**src/rtl/y86_fetch_unit.sv**
```systemverilog
// y86_fetch_unit: fetch stage of the my86 pipeline.
// Reads Y86-64 instructions one byte per beat, assembles icode/ifun/rA/rB/valC,
// computes valP and the predicted next PC, and presents them to the decode
// register with f_valid_o. Redirects restart the fetch at a new PC.
// Optional build macro FETCH_BOUND_CHECK_EN: addresses >= IMEM_BYTES are never
// requested and the fetch ends with SADR instead.
module y86_fetch_unit #(
  parameter logic [63:0] RESET_PC   = 64'h0,
  parameter int          IMEM_BYTES = 4096
) (
  input  logic        clk_i,
  input  logic        rst_i,
  input  logic        F_stall_i,
  input  logic        F_redirect_i,
  input  logic [63:0] F_redirect_pc_i,
  output logic        imem_req_o,
  output logic [63:0] imem_addr_o,
  input  logic        imem_ready_i,
  input  logic [7:0]  imem_rdata_i,
  input  logic        imem_err_i,
  output logic [3:0]  f_icode_o,
  output logic [3:0]  f_ifun_o,
  output logic [3:0]  f_rA_o,
  output logic [3:0]  f_rB_o,
  output logic [63:0] f_valC_o,
  output logic [63:0] f_valP_o,
  output logic [3:0]  f_stat_o,
  output logic        f_valid_o,
  output logic [63:0] f_predPC_o
);

  localparam logic [2:0] S_OP    = 3'd0;
  localparam logic [2:0] S_REG   = 3'd1;
  localparam logic [2:0] S_CONST = 3'd2;
  localparam logic [2:0] S_HOLD  = 3'd3;
  localparam logic [2:0] S_STOP  = 3'd4;

  localparam logic [3:0] SAOK  = 4'd1;
  localparam logic [3:0] SHLT  = 4'd2;
  localparam logic [3:0] SADR  = 4'd3;
  localparam logic [3:0] SINS  = 4'd4;
  localparam logic [3:0] RNONE = 4'hF;

  // irmovq, rmmovq and mrmovq carry both a register byte and a constant
  function automatic logic has_reg_and_const(input logic [3:0] icode);
    return (icode == 4'h3) || (icode == 4'h4) || (icode == 4'h5);
  endfunction

  // jXX and call predict their constant target
  function automatic logic is_jump(input logic [3:0] icode);
    return (icode == 4'h7) || (icode == 4'h8);
  endfunction

  logic [2:0]  state_q, state_d;
  logic [63:0] pc_q, pc_d;
  logic [2:0]  cnt_q, cnt_d;
  logic [3:0]  icode_q, icode_d, ifun_q, ifun_d, rA_q, rA_d, rB_q, rB_d;
  logic [63:0] valC_q, valC_d, valP_q, valP_d, predPC_q, predPC_d;
  logic [3:0]  stat_q, stat_d;
  logic        valid_q, valid_d;

  logic        fetching, bound_err, beat, addr_err;
  logic [3:0]  byte_idx;
  logic [63:0] fetch_addr, valC_merge;
  logic [5:0]  byte_sh;
  logic        fin;
  logic [3:0]  fin_len, fin_stat;

  assign fetching = (state_q == S_OP) || (state_q == S_REG) || (state_q == S_CONST);

  // byte offset of the current beat within the instruction
  always_comb begin
    byte_idx = 4'd0;
    case (state_q)
      S_REG:   byte_idx = 4'd1;
      S_CONST: byte_idx = (has_reg_and_const(icode_q) ? 4'd2 : 4'd1) + {1'b0, cnt_q};
      default: byte_idx = 4'd0;
    endcase
  end

  assign fetch_addr = pc_q + 64'(byte_idx);

`ifdef FETCH_BOUND_CHECK_EN
  assign bound_err = fetching && (fetch_addr >= 64'(IMEM_BYTES));
`else
  assign bound_err = 1'b0;
`endif

  assign imem_req_o  = !rst_i && fetching && !bound_err;
  assign imem_addr_o = fetch_addr;
  assign beat        = imem_req_o & imem_ready_i;
  // an out-of-range address behaves exactly like an error beat
  assign addr_err    = (beat & imem_err_i) | bound_err;

  assign byte_sh    = {cnt_q, 3'b000};
  assign valC_merge = (valC_q & ~(64'hFF << byte_sh)) | (64'(imem_rdata_i) << byte_sh);

  // next-state and field assembly
  always_comb begin
    state_d  = state_q;
    pc_d     = pc_q;
    cnt_d    = cnt_q;
    icode_d  = icode_q;
    ifun_d   = ifun_q;
    rA_d     = rA_q;
    rB_d     = rB_q;
    valC_d   = valC_q;
    valP_d   = valP_q;
    predPC_d = predPC_q;
    stat_d   = stat_q;
    valid_d  = valid_q;
    fin      = 1'b0;
    fin_len  = 4'd0;
    fin_stat = SAOK;

    if (F_redirect_i) begin
      pc_d    = F_redirect_pc_i;
      state_d = S_OP;
      valid_d = 1'b0;
    end else begin
      if (fetching && addr_err) begin
        fin      = 1'b1;
        fin_len  = 4'd0;
        fin_stat = SADR;
        icode_d  = 4'h1;
        ifun_d   = 4'h0;
        rA_d     = RNONE;
        rB_d     = RNONE;
        valC_d   = 64'd0;
      end else begin
        case (state_q)
          S_OP: if (beat) begin
            icode_d = imem_rdata_i[7:4];
            ifun_d  = imem_rdata_i[3:0];
            rA_d    = RNONE;
            rB_d    = RNONE;
            valC_d  = 64'd0;
            cnt_d   = 3'd0;
            case (imem_rdata_i[7:4])
              4'h0, 4'h1, 4'h9: begin
                fin      = 1'b1;
                fin_len  = 4'd1;
                fin_stat = (imem_rdata_i[7:4] == 4'h0) ? SHLT : SAOK;
              end
              4'h2, 4'h3, 4'h4, 4'h5, 4'h6, 4'hA, 4'hB: state_d = S_REG;
              4'h7, 4'h8: state_d = S_CONST;
              default: begin
                fin      = 1'b1;
                fin_len  = 4'd1;
                fin_stat = SINS;
                icode_d  = 4'h1;
                ifun_d   = 4'h0;
              end
            endcase
          end
          S_REG: if (beat) begin
            rA_d = imem_rdata_i[7:4];
            rB_d = imem_rdata_i[3:0];
            if (has_reg_and_const(icode_q)) begin
              state_d = S_CONST;
              cnt_d   = 3'd0;
            end else begin
              fin     = 1'b1;
              fin_len = 4'd2;
            end
          end
          S_CONST: if (beat) begin
            valC_d = valC_merge;
            cnt_d  = cnt_q + 3'd1;
            if (cnt_q == 3'd7) begin
              fin     = 1'b1;
              fin_len = has_reg_and_const(icode_q) ? 4'd10 : 4'd9;
            end
          end
          S_HOLD: if (!F_stall_i) begin
            valid_d = 1'b0;
            if (stat_q == SAOK) begin
              pc_d    = predPC_q;
              state_d = S_OP;
            end else begin
              state_d = S_STOP;
            end
          end
          S_STOP:  state_d = S_STOP;
          default: state_d = S_OP;
        endcase
      end

      if (fin) begin
        state_d  = S_HOLD;
        valid_d  = 1'b1;
        stat_d   = fin_stat;
        valP_d   = pc_q + 64'(fin_len);
        predPC_d = is_jump(icode_d) ? valC_d : (pc_q + 64'(fin_len));
      end
    end
  end

  // state and presented-field registers
  always_ff @(posedge clk_i or posedge rst_i) begin
    if (rst_i) begin
      state_q  <= S_OP;
      pc_q     <= RESET_PC;
      cnt_q    <= 3'd0;
      icode_q  <= 4'h0;
      ifun_q   <= 4'h0;
      rA_q     <= RNONE;
      rB_q     <= RNONE;
      valC_q   <= 64'd0;
      valP_q   <= 64'd0;
      predPC_q <= RESET_PC;
      stat_q   <= SAOK;
      valid_q  <= 1'b0;
    end else begin
      state_q  <= state_d;
      pc_q     <= pc_d;
      cnt_q    <= cnt_d;
      icode_q  <= icode_d;
      ifun_q   <= ifun_d;
      rA_q     <= rA_d;
      rB_q     <= rB_d;
      valC_q   <= valC_d;
      valP_q   <= valP_d;
      predPC_q <= predPC_d;
      stat_q   <= stat_d;
      valid_q  <= valid_d;
    end
  end

  assign f_icode_o  = icode_q;
  assign f_ifun_o   = ifun_q;
  assign f_rA_o     = rA_q;
  assign f_rB_o     = rB_q;
  assign f_valC_o   = valC_q;
  assign f_valP_o   = valP_q;
  assign f_stat_o   = stat_q;
  assign f_valid_o  = valid_q;
  assign f_predPC_o = predPC_q;

endmodule
```
**config.mk**
```make
export PLATFORM = sky130hd
export DESIGN_NAME = y86_fetch_unit
export DESIGN_NICKNAME = d
export VERILOG_FILES = /design/src/rtl/y86_fetch_unit.sv
export SDC_FILE = /design/constraint.sdc
export NUM_CORES = 1
export LEC_CHECK = 0
export CAP_MARGIN = 20
export CELL_PAD_IN_SITES_DETAIL_PLACEMENT = 1
export CELL_PAD_IN_SITES_GLOBAL_PLACEMENT = 1
export CORE_MARGIN = 2
export CORE_UTILIZATION = 23
export CTS_BUF_LIST = sky130_fd_sc_hd__clkbuf_8
export DETAILED_ROUTE_END_ITERATION = 16
export HOLD_SLACK_MARGIN = 0.15
export MAX_ROUTING_LAYER = met4
export PLACE_DENSITY = 0.66
export SLEW_MARGIN = 10
export SYNTH_ARGS = -nofsm -noshare
export SYNTH_HDL_FRONTEND = slang
export SYNTH_SLANG_ARGS = --single-unit
export TNS_END_PERCENT = 1
```
**constraint.sdc**
```tcl
create_clock -name clk_i -period 9.1 [get_ports clk_i]
set_input_delay 1.82 -clock clk_i [delete_from_list [all_inputs] [get_ports clk_i]]
set_output_delay 1.82 -clock clk_i [all_outputs]
set_load 0.005 [all_outputs]
```
# After elaboration in Yosys (flattened, before gate mapping)
# Index checks and enable logic that the tools add are counted.
# W data, S select, Z words.
# word_totals
ramBits	0
elab_cells	164
latchBits	0
inputBits	78
rom_bits	0
memories	0
reg_bits	283
out_inout_bits	278
# op_classes
add_sub_neg	4
mul	0
bitwise	7
mux	72
div_mod_pow	0
order_cmp	0
n_shift	2
n_reduce_logical	29
n_eq_ne	38
# op_table
op	n
$mux W64	9
$add A64 B4 Y64	2
$pmux W64 S2	1
$mux W4	18
$and A64 B64 Y64	1
$not A64 Y64	1
$or A64 B64 Y64	1
$shl A8 B6 Y64	1
$shl A8 B6 Y64 const A	1
$mux W3	15
$eq A4 B3 Y1 const B	7
$pmux W4 S2	3
$eq A4 B4 Y1 const B	5
$mux W1	15
$pmux W3 S5	1
$reduce_and A7 Y1	2
$eq A4 B2 Y1 const B	3
$ne A3 B2 Y1 const B	4
$pmux W3 S2	2
$pmux W4 S3	1
$reduce_or A12 Y1	1
$mux W2	5
$pmux W3 S3	1
$reduce_bool A3 Y1	3
other kinds (29)	49

# Depth between registers and ports, before layout
# depth
depth_word	12
mapped_depth	16
depth_no_buf	15

# Least setup slack after synthesis
# No wires, ideal clock.
# synth_timing
kind	input-to-reg
from	input rst_i
to	register state_q[2]
setup_slack_ns	-0.276
path_buffers	0
required_time_ns	9.022
stages	6
t_arrival_ns	9.298
setup_time_ns	0.078
cell_sequence	inv_1 > and3_1 > a311oi_1 > or3_1 > or4_1 > a21oi_1
# synth_via
elab_chain_len	9
word_cells_on_any_way	21
classes_between	eq/ne: 7; mux: 8; bitwise: 2; reduce/logical: 4
# synth_rtl
element	line	text
start: declaration	12	input logic rst_i,
$logic_not A1 Y1 (no line) (*)	--	
$logic_and A1 B1 Y1 (*)	89	assign imem_req_o = !rst_i && fetching && !bound_err;
$and A1 B1 Y1 (*)	91	assign beat = imem_req_o & imem_ready_i;
$mux W1, or another cell as far along	167	S_CONST: if (beat) begin
$pmux W1 S3 or $logic_and A1 B1 Y1 (tied branches)	131, 121	
$mux W1	121	if (fetching && addr_err) begin
$mux W1	116	if (F_redirect_i) begin
$ne A5 B2 Y1 (no line), or another cell as far along	--	
$reduce_and A7 Y1 (no line) or $mux W3 (tied branches)	--	
end signal: assignment	215	state_q <= state_d;
end: declaration	54	logic [2:0] state_q, state_d;
# Mark *: on every way between the ends. The rest lies on a longest branch, timed or not. The select of a mux whose other input is x is not followed.
# A chain may end at the register's enable or synchronous reset.

# Final worst setup path
# layout_timing
from	register icode_q[1], in the netlist f_icode_o[1]
to	output imem_addr_o[20]
# layout_via
elab_chain_len	7
word_cells_on_any_way	9
classes_between	add/sub: 2; eq/ne: 3; mux: 2; reduce/logical: 2
# layout_rtl
element	line	text
start: declaration	57	logic [3:0] icode_q, icode_d, ifun_q, ifun_d, rA_q, rA_d, rB_q, rB_d;
start signal: assignment	218	icode_q <= icode_d;
$eq A4 B2 Y1 or $eq A4 B3 Y1 (tied branches)	46	return (icode == 4'h3) || (icode == 4'h4) || (icode == 4'h5);
$logic_or A1 B1 Y1	46	
$logic_or A1 B1 Y1 (*)	46	
$mux W2 (*)	76	S_CONST: byte_idx = (has_reg_and_const(icode_q) ? 4'd2 : 4'd1) + {1'b0, cnt_q};
$add A2 B3 Y4 (*)	76	
$pmux W4 S2 (*)	74	case (state_q)
$add A64 B4 Y64 (*)	81	assign fetch_addr = pc_q + 64'(byte_idx);
end: declaration	17	output logic [63:0] imem_addr_o,
# Mark *: on every way between the ends. The rest lies on a longest branch, timed or not.

==> report_table.html <==
<table>
<tr><th>Metric</th><th>Value</th></tr>
<tr><th colspan="2">Power and ir drop</th></tr>
<tr><td>Total power after layout</td><td>between 4 and 5 mW</td></tr>
<tr><td>Worst vdd ir</td><td>0.0889 mV</td></tr>
<tr><td>Static leakage</td><td>8.91 nW</td></tr>
<tr><td>Power per standard cell area</td><td>223 nW/um^2</td></tr>
<tr><th colspan="2">Synthesis</th></tr>
<tr><td>Leading cell type by number of instances after synthesis</td><td>nand2_1</td></tr>
<tr><td>Fraction of synthesized cell area taken by the top area cell type</td><td>0.419</td></tr>
<tr><td>Ranking of synthesized cells by instance count</td><td>nand2_1 (325), dfrtp_1 (273), nor2_1 (164)</td></tr>
<tr><td>Ranking of synthesized cells by area</td><td>dfrtp_1 (42%), nand2_1 (7.5%), mux2i_1 (4.4%)</td></tr>
<tr><td>Register area share after synthesis</td><td>0.434</td></tr>
<tr><td>Cells after Synth</td><td>1873</td></tr>
<tr><td>Synth Net Count</td><td>1969</td></tr>
<tr><td>Number of storage elements in the synthesis netlist</td><td>282</td></tr>
<tr><td>Syn Area/Cell</td><td>between 8 and 9 um^2</td></tr>
<tr><td>Netlist area before placement</td><td>16300 um^2</td></tr>
<tr><td>Predominant post-synthesis flop cell</td><td>dfrtp_1</td></tr>
<tr><td>Number of warnings printed during yosys synthesis</td><td>0</td></tr>
<tr><td>Number of distinct library cells after synthesis</td><td>72</td></tr>
<tr><td>Post-synthesis cell type with the largest combined area</td><td>dfrtp_1</td></tr>
<tr><td>Post-synth EDFFs</td><td>0</td></tr>
<tr><td>Share of flip-flops with an asynchronous set or reset</td><td>1.00</td></tr>
<tr><th colspan="2">STA</th></tr>
<tr><td>Setup ws final</td><td>1.84 ns</td></tr>
<tr><td>Min Tclk post-route</td><td>roughly 7.3 ns</td></tr>
<tr><td>Clock Skews</td><td>0.0345 ns</td></tr>
<tr><td>Tightest slew margin relative to the limit</td><td>0.241</td></tr>
<tr><td>Final Hold Violating Endpoints</td><td>0</td></tr>
<tr><td>Actual transition at the worst max-transition pin</td><td>1.14 ns</td></tr>
<tr><td>Setup violators final</td><td>0</td></tr>
<tr><td>Peak Freq</td><td>138 MHz</td></tr>
<tr><td>Setup repair after global routing missed its margin</td><td>false</td></tr>
<tr><td>Setup TNS</td><td>0 ns</td></tr>
<tr><td>Slew Limit Fails</td><td>0</td></tr>
<tr><td>Share of the cycle needed by the critical path after routing</td><td>0.797</td></tr>
<tr><th colspan="2">Clock network</th></tr>
<tr><td>Clock buffer count from CTS</td><td>between 50 and 60</td></tr>
<tr><td>Buffer levels on the longest clock path</td><td>3</td></tr>
<tr><td>Level count of the clock H-tree</td><td>2</td></tr>
<tr><td>Number of setup buffers added after CTS</td><td>0</td></tr>
<tr><td>Hold-fix buffers, CTS</td><td>0</td></tr>
<tr><td>CTS Sinks</td><td>between 200 and 300</td></tr>
<tr><td>Clock root buffer</td><td>clkbuf_8</td></tr>
<tr><td>TritonCTS clock tree</td><td>built</td></tr>
<tr><td>Skew-Pair Late Insertion Delay</td><td>between 0.6 and 0.7 ns</td></tr>
<tr><td>Reg clk slew, reported paths</td><td>0.06 ns</td></tr>
<tr><td>Post-CTS Resized</td><td>0</td></tr>
<tr><th colspan="2">Final layout</th></tr>
<tr><td>Post-synthesis to final-layout area growth</td><td>35.1%</td></tr>
<tr><td>Total inserted antenna cells</td><td>0</td></tr>
<tr><td>Non-Filler Instances</td><td>3153</td></tr>
<tr><td>Fraction of layout cells with a size suffix above 1</td><td>0.0972</td></tr>
<tr><td>Count of nets after finishing</td><td>2263</td></tr>
<tr><td>Post-layout util</td><td>0.314</td></tr>
<tr><th colspan="2">Hold path</th></tr>
<tr><td>Class of the tightest hold or removal check</td><td>register to register</td></tr>
<tr><th colspan="2">Floorplan</th></tr>
<tr><td>Starting density of the core</td><td>0.233</td></tr>
<tr><td>Total Die Area</td><td>roughly 73000 um^2</td></tr>
<tr><td>Width of the chip</td><td>~270 um</td></tr>
<tr><td>Placeable core region</td><td>70000 um^2</td></tr>
<tr><td>I/O pin cnt</td><td>about 360</td></tr>
<tr><td>Row cnt</td><td>between 90 and 100</td></tr>
<tr><td>Die Height</td><td>270 um</td></tr>
<tr><th colspan="2">Placement</th></tr>
<tr><td>Post-place setup slack</td><td>2.42 ns</td></tr>
<tr><td>Routability congestion estimate</td><td>0.866</td></tr>
<tr><td>Count of placed standard cells including taps</td><td>3041</td></tr>
<tr><td>Number of input and output port buffers inserted</td><td>354</td></tr>
<tr><td>Half-perimeter wire length after placement</td><td>55.7 mm</td></tr>
<tr><th colspan="2">Setup path</th></tr>
<tr><td>Crit path capture type</td><td>primary output</td></tr>
<tr><td>Data required time at the worst endpoint</td><td>around 7.3 ns</td></tr>
<tr><td>Max Fanout on Critical Path</td><td>7</td></tr>
<tr><td>Sort of element at the start of the critical path</td><td>register</td></tr>
<tr><td>Data arrival time of the critical path</td><td>5.44 ns</td></tr>
<tr><td>Worst setup path category</td><td>register to primary output</td></tr>
<tr><th colspan="2">Drt</th></tr>
<tr><td>Via-per-instance ratio</td><td>5.03</td></tr>
<tr><td>Post-route antenna net violation count</td><td>0</td></tr>
<tr><td>Vias after detailed routing</td><td>15874</td></tr>
<tr><td>Routed length per instance</td><td>24.6 um</td></tr>
<tr><td>Router iterations before antenna repair</td><td>5</td></tr>
<tr><td>Total Wirelength</td><td>slightly below 80 mm</td></tr>
<tr><td>Number of DRC violations after detailed-routing iteration 0</td><td>1046</td></tr>
<tr><td>Post-route DRC</td><td>0</td></tr>
<tr><th colspan="2">GRT</th></tr>
<tr><td>Number of antenna violations at the first check in global routing</td><td>0</td></tr>
<tr><td>Grt total ovfl</td><td>0</td></tr>
<tr><td>Total global routing track utilization</td><td>0.215</td></tr>
<tr><td>Largest net degree at the start of global routing</td><td>101</td></tr>
<tr><td>Wire length of the first global-routing pass</td><td>116 mm</td></tr>
<tr><td>Via count of the first global-routing pass</td><td>17100</td></tr>
<tr><th colspan="2">Flow run</th></tr>
<tr><td>Max Cap Violations</td><td>0</td></tr>
<tr><th colspan="2">Status</th></tr>
<tr><td>Result of the run</td><td>finished, final reports clean</td></tr>
</table>
flip-flops by register name, indices dropped and copies added, names as in the netlist:
name        flops
f_rB_o          4
f_ifun_o        4
f_predPC_o     64
f_valC_o       64
f_rA_o          4
f_icode_o       4
f_valid_o       1
f_valP_o       64
cnt_q           3
state_q         3
pc_q           64
f_stat_o        3
cell type report:
type / count / area (um^2)
tap: 940 / 1180
timing repair buffer: 392 / 3880
fill: 8190 / 48000
clock inverter: 37 / 302
inverter: 30 / 116
clock buffer: 68 / 936
multi-input combinational: 1404 / 8540
sequential: 282 / 7070
cell families (layout without fill, tap and decap cells):
group | Yosys count | after routing | share of synthesized area
AO/OA/AOI/OAI | 412 | 412 | 0.159
buffers and inverters | 187 | 527 | 0.0465
XOR/XNOR | 112 | 112 | 0.0602
other | 1 | 1 | 0.000230
adder cells (fa/ha/maj) | 18 | 18 | 0.0152
multiplexers | 119 | 119 | 0.0768
flip-flops | 282 | 282 | 0.434
AND/OR/NAND/NOR | 742 | 742 | 0.208
metrics by stage:
step / hold WS [ns] / cell area [um^2]
after CTS: 0.485 / 21900
after detailed placement: 0.466 / 20700
after global routing: 0.503 / 22000
after global placement: 0.462 / 20700
after floorplan: 0.463 / 16300
final: 0.483 / 22000
cell usage in the layout, fill, tap and decap left out, types with 7 or more instances in the layout:
cell type | Yosys | final
clkdlybuf4s50_1 | 0 | 353
nand2_1 | 325 | 325
dfrtp_1 | 273 | 273
nor2_1 | 164 | 164
o21ai_0 | 142 | 142
a21oi_1 | 76 | 75
mux2i_1 | 71 | 71
nand3_1 | 70 | 69
xnor2_1 | 68 | 68
clkbuf_8 | 0 | 68
o211ai_1 | 50 | 50
mux2_2 | 48 | 48
inv_1 | 30 | 47
nor3_1 | 48 | 46
a31oi_1 | 45 | 45
xor2_1 | 44 | 44
nand4_1 | 41 | 41
buf_4 | 5 | 30
o31ai_1 | 24 | 24
nor4_1 | 24 | 22
a22oi_1 | 18 | 18
ha_1 | 15 | 15
o221ai_1 | 11 | 11
or3_1 | 11 | 10
clkinv_2 | 0 | 10
nand2b_1 | 9 | 9
dfstp_2 | 9 | 9
and3_1 | 8 | 7
o21a_1 | 7 | 7
routing by layer:
layer | global-route usage | share of wire | vias up
met5 | - | 0 | -
met4 | 0.0526 | 0.022 | 0
met3 | 0.0531 | 0.065 | 94
met2 | 0.340 | 0.47 | 436
met1 | 0.274 | 0.45 | 8172
li1 | - | - | 7172
power by group:
part / leakage [nW] / internal, mW / total (mW) / switching (mW)
Clock: 0.701 / 0.821 / 1.46 / 0.635
Sequential: 3.55 / 1.55 / 1.93 / 0.388
Combinational: 4.65 / 0.825 / 1.52 / 0.695
path summary, 6_finish.rpt:
check	startpoint	end	slack, ns	depth (start not counted)
max	f_icode_o[1]$_DFFE_PP0N_	imem_addr_o[20]	1.84	15
min	f_valP_o[34]$_DFFE_PP0P_	f_valP_o[34]$_DFFE_PP0P_	0.48	2
max reg2reg	state_q[0]$_DFFE_PP0P_	f_predPC_o[36]$_DFFE_PP0P_	3.80	14
min reg2reg	f_valP_o[34]$_DFFE_PP0P_	f_valP_o[34]$_DFFE_PP0P_	0.48	2
max in group asynchronous	rst_i	pc_q[0]$_DFFE_PP0P_	5.70	5
min in group asynchronous	rst_i	f_icode_o[2]$_DFFE_PP0N_	1.77	3
worst max-delay path, cell delays in order (launching register included):
cell and delay [ns]:
dfrtp_1 0.45, nand2b_1 0.17, a21oi_1 0.33, inv_1 0.20, ha_1 0.24, inv_1 0.08, fa_1 0.40, nand2b_1 0.19
fa_1 0.48, nor2b_1 0.15, o21a_1 0.19, nor2_1 0.13, or4b_2 0.81, nor3_1 0.28, xor2_1 0.17, clkdlybuf4s50_1 0.52
Note: power is estimated with default switching activity, not from simulation.
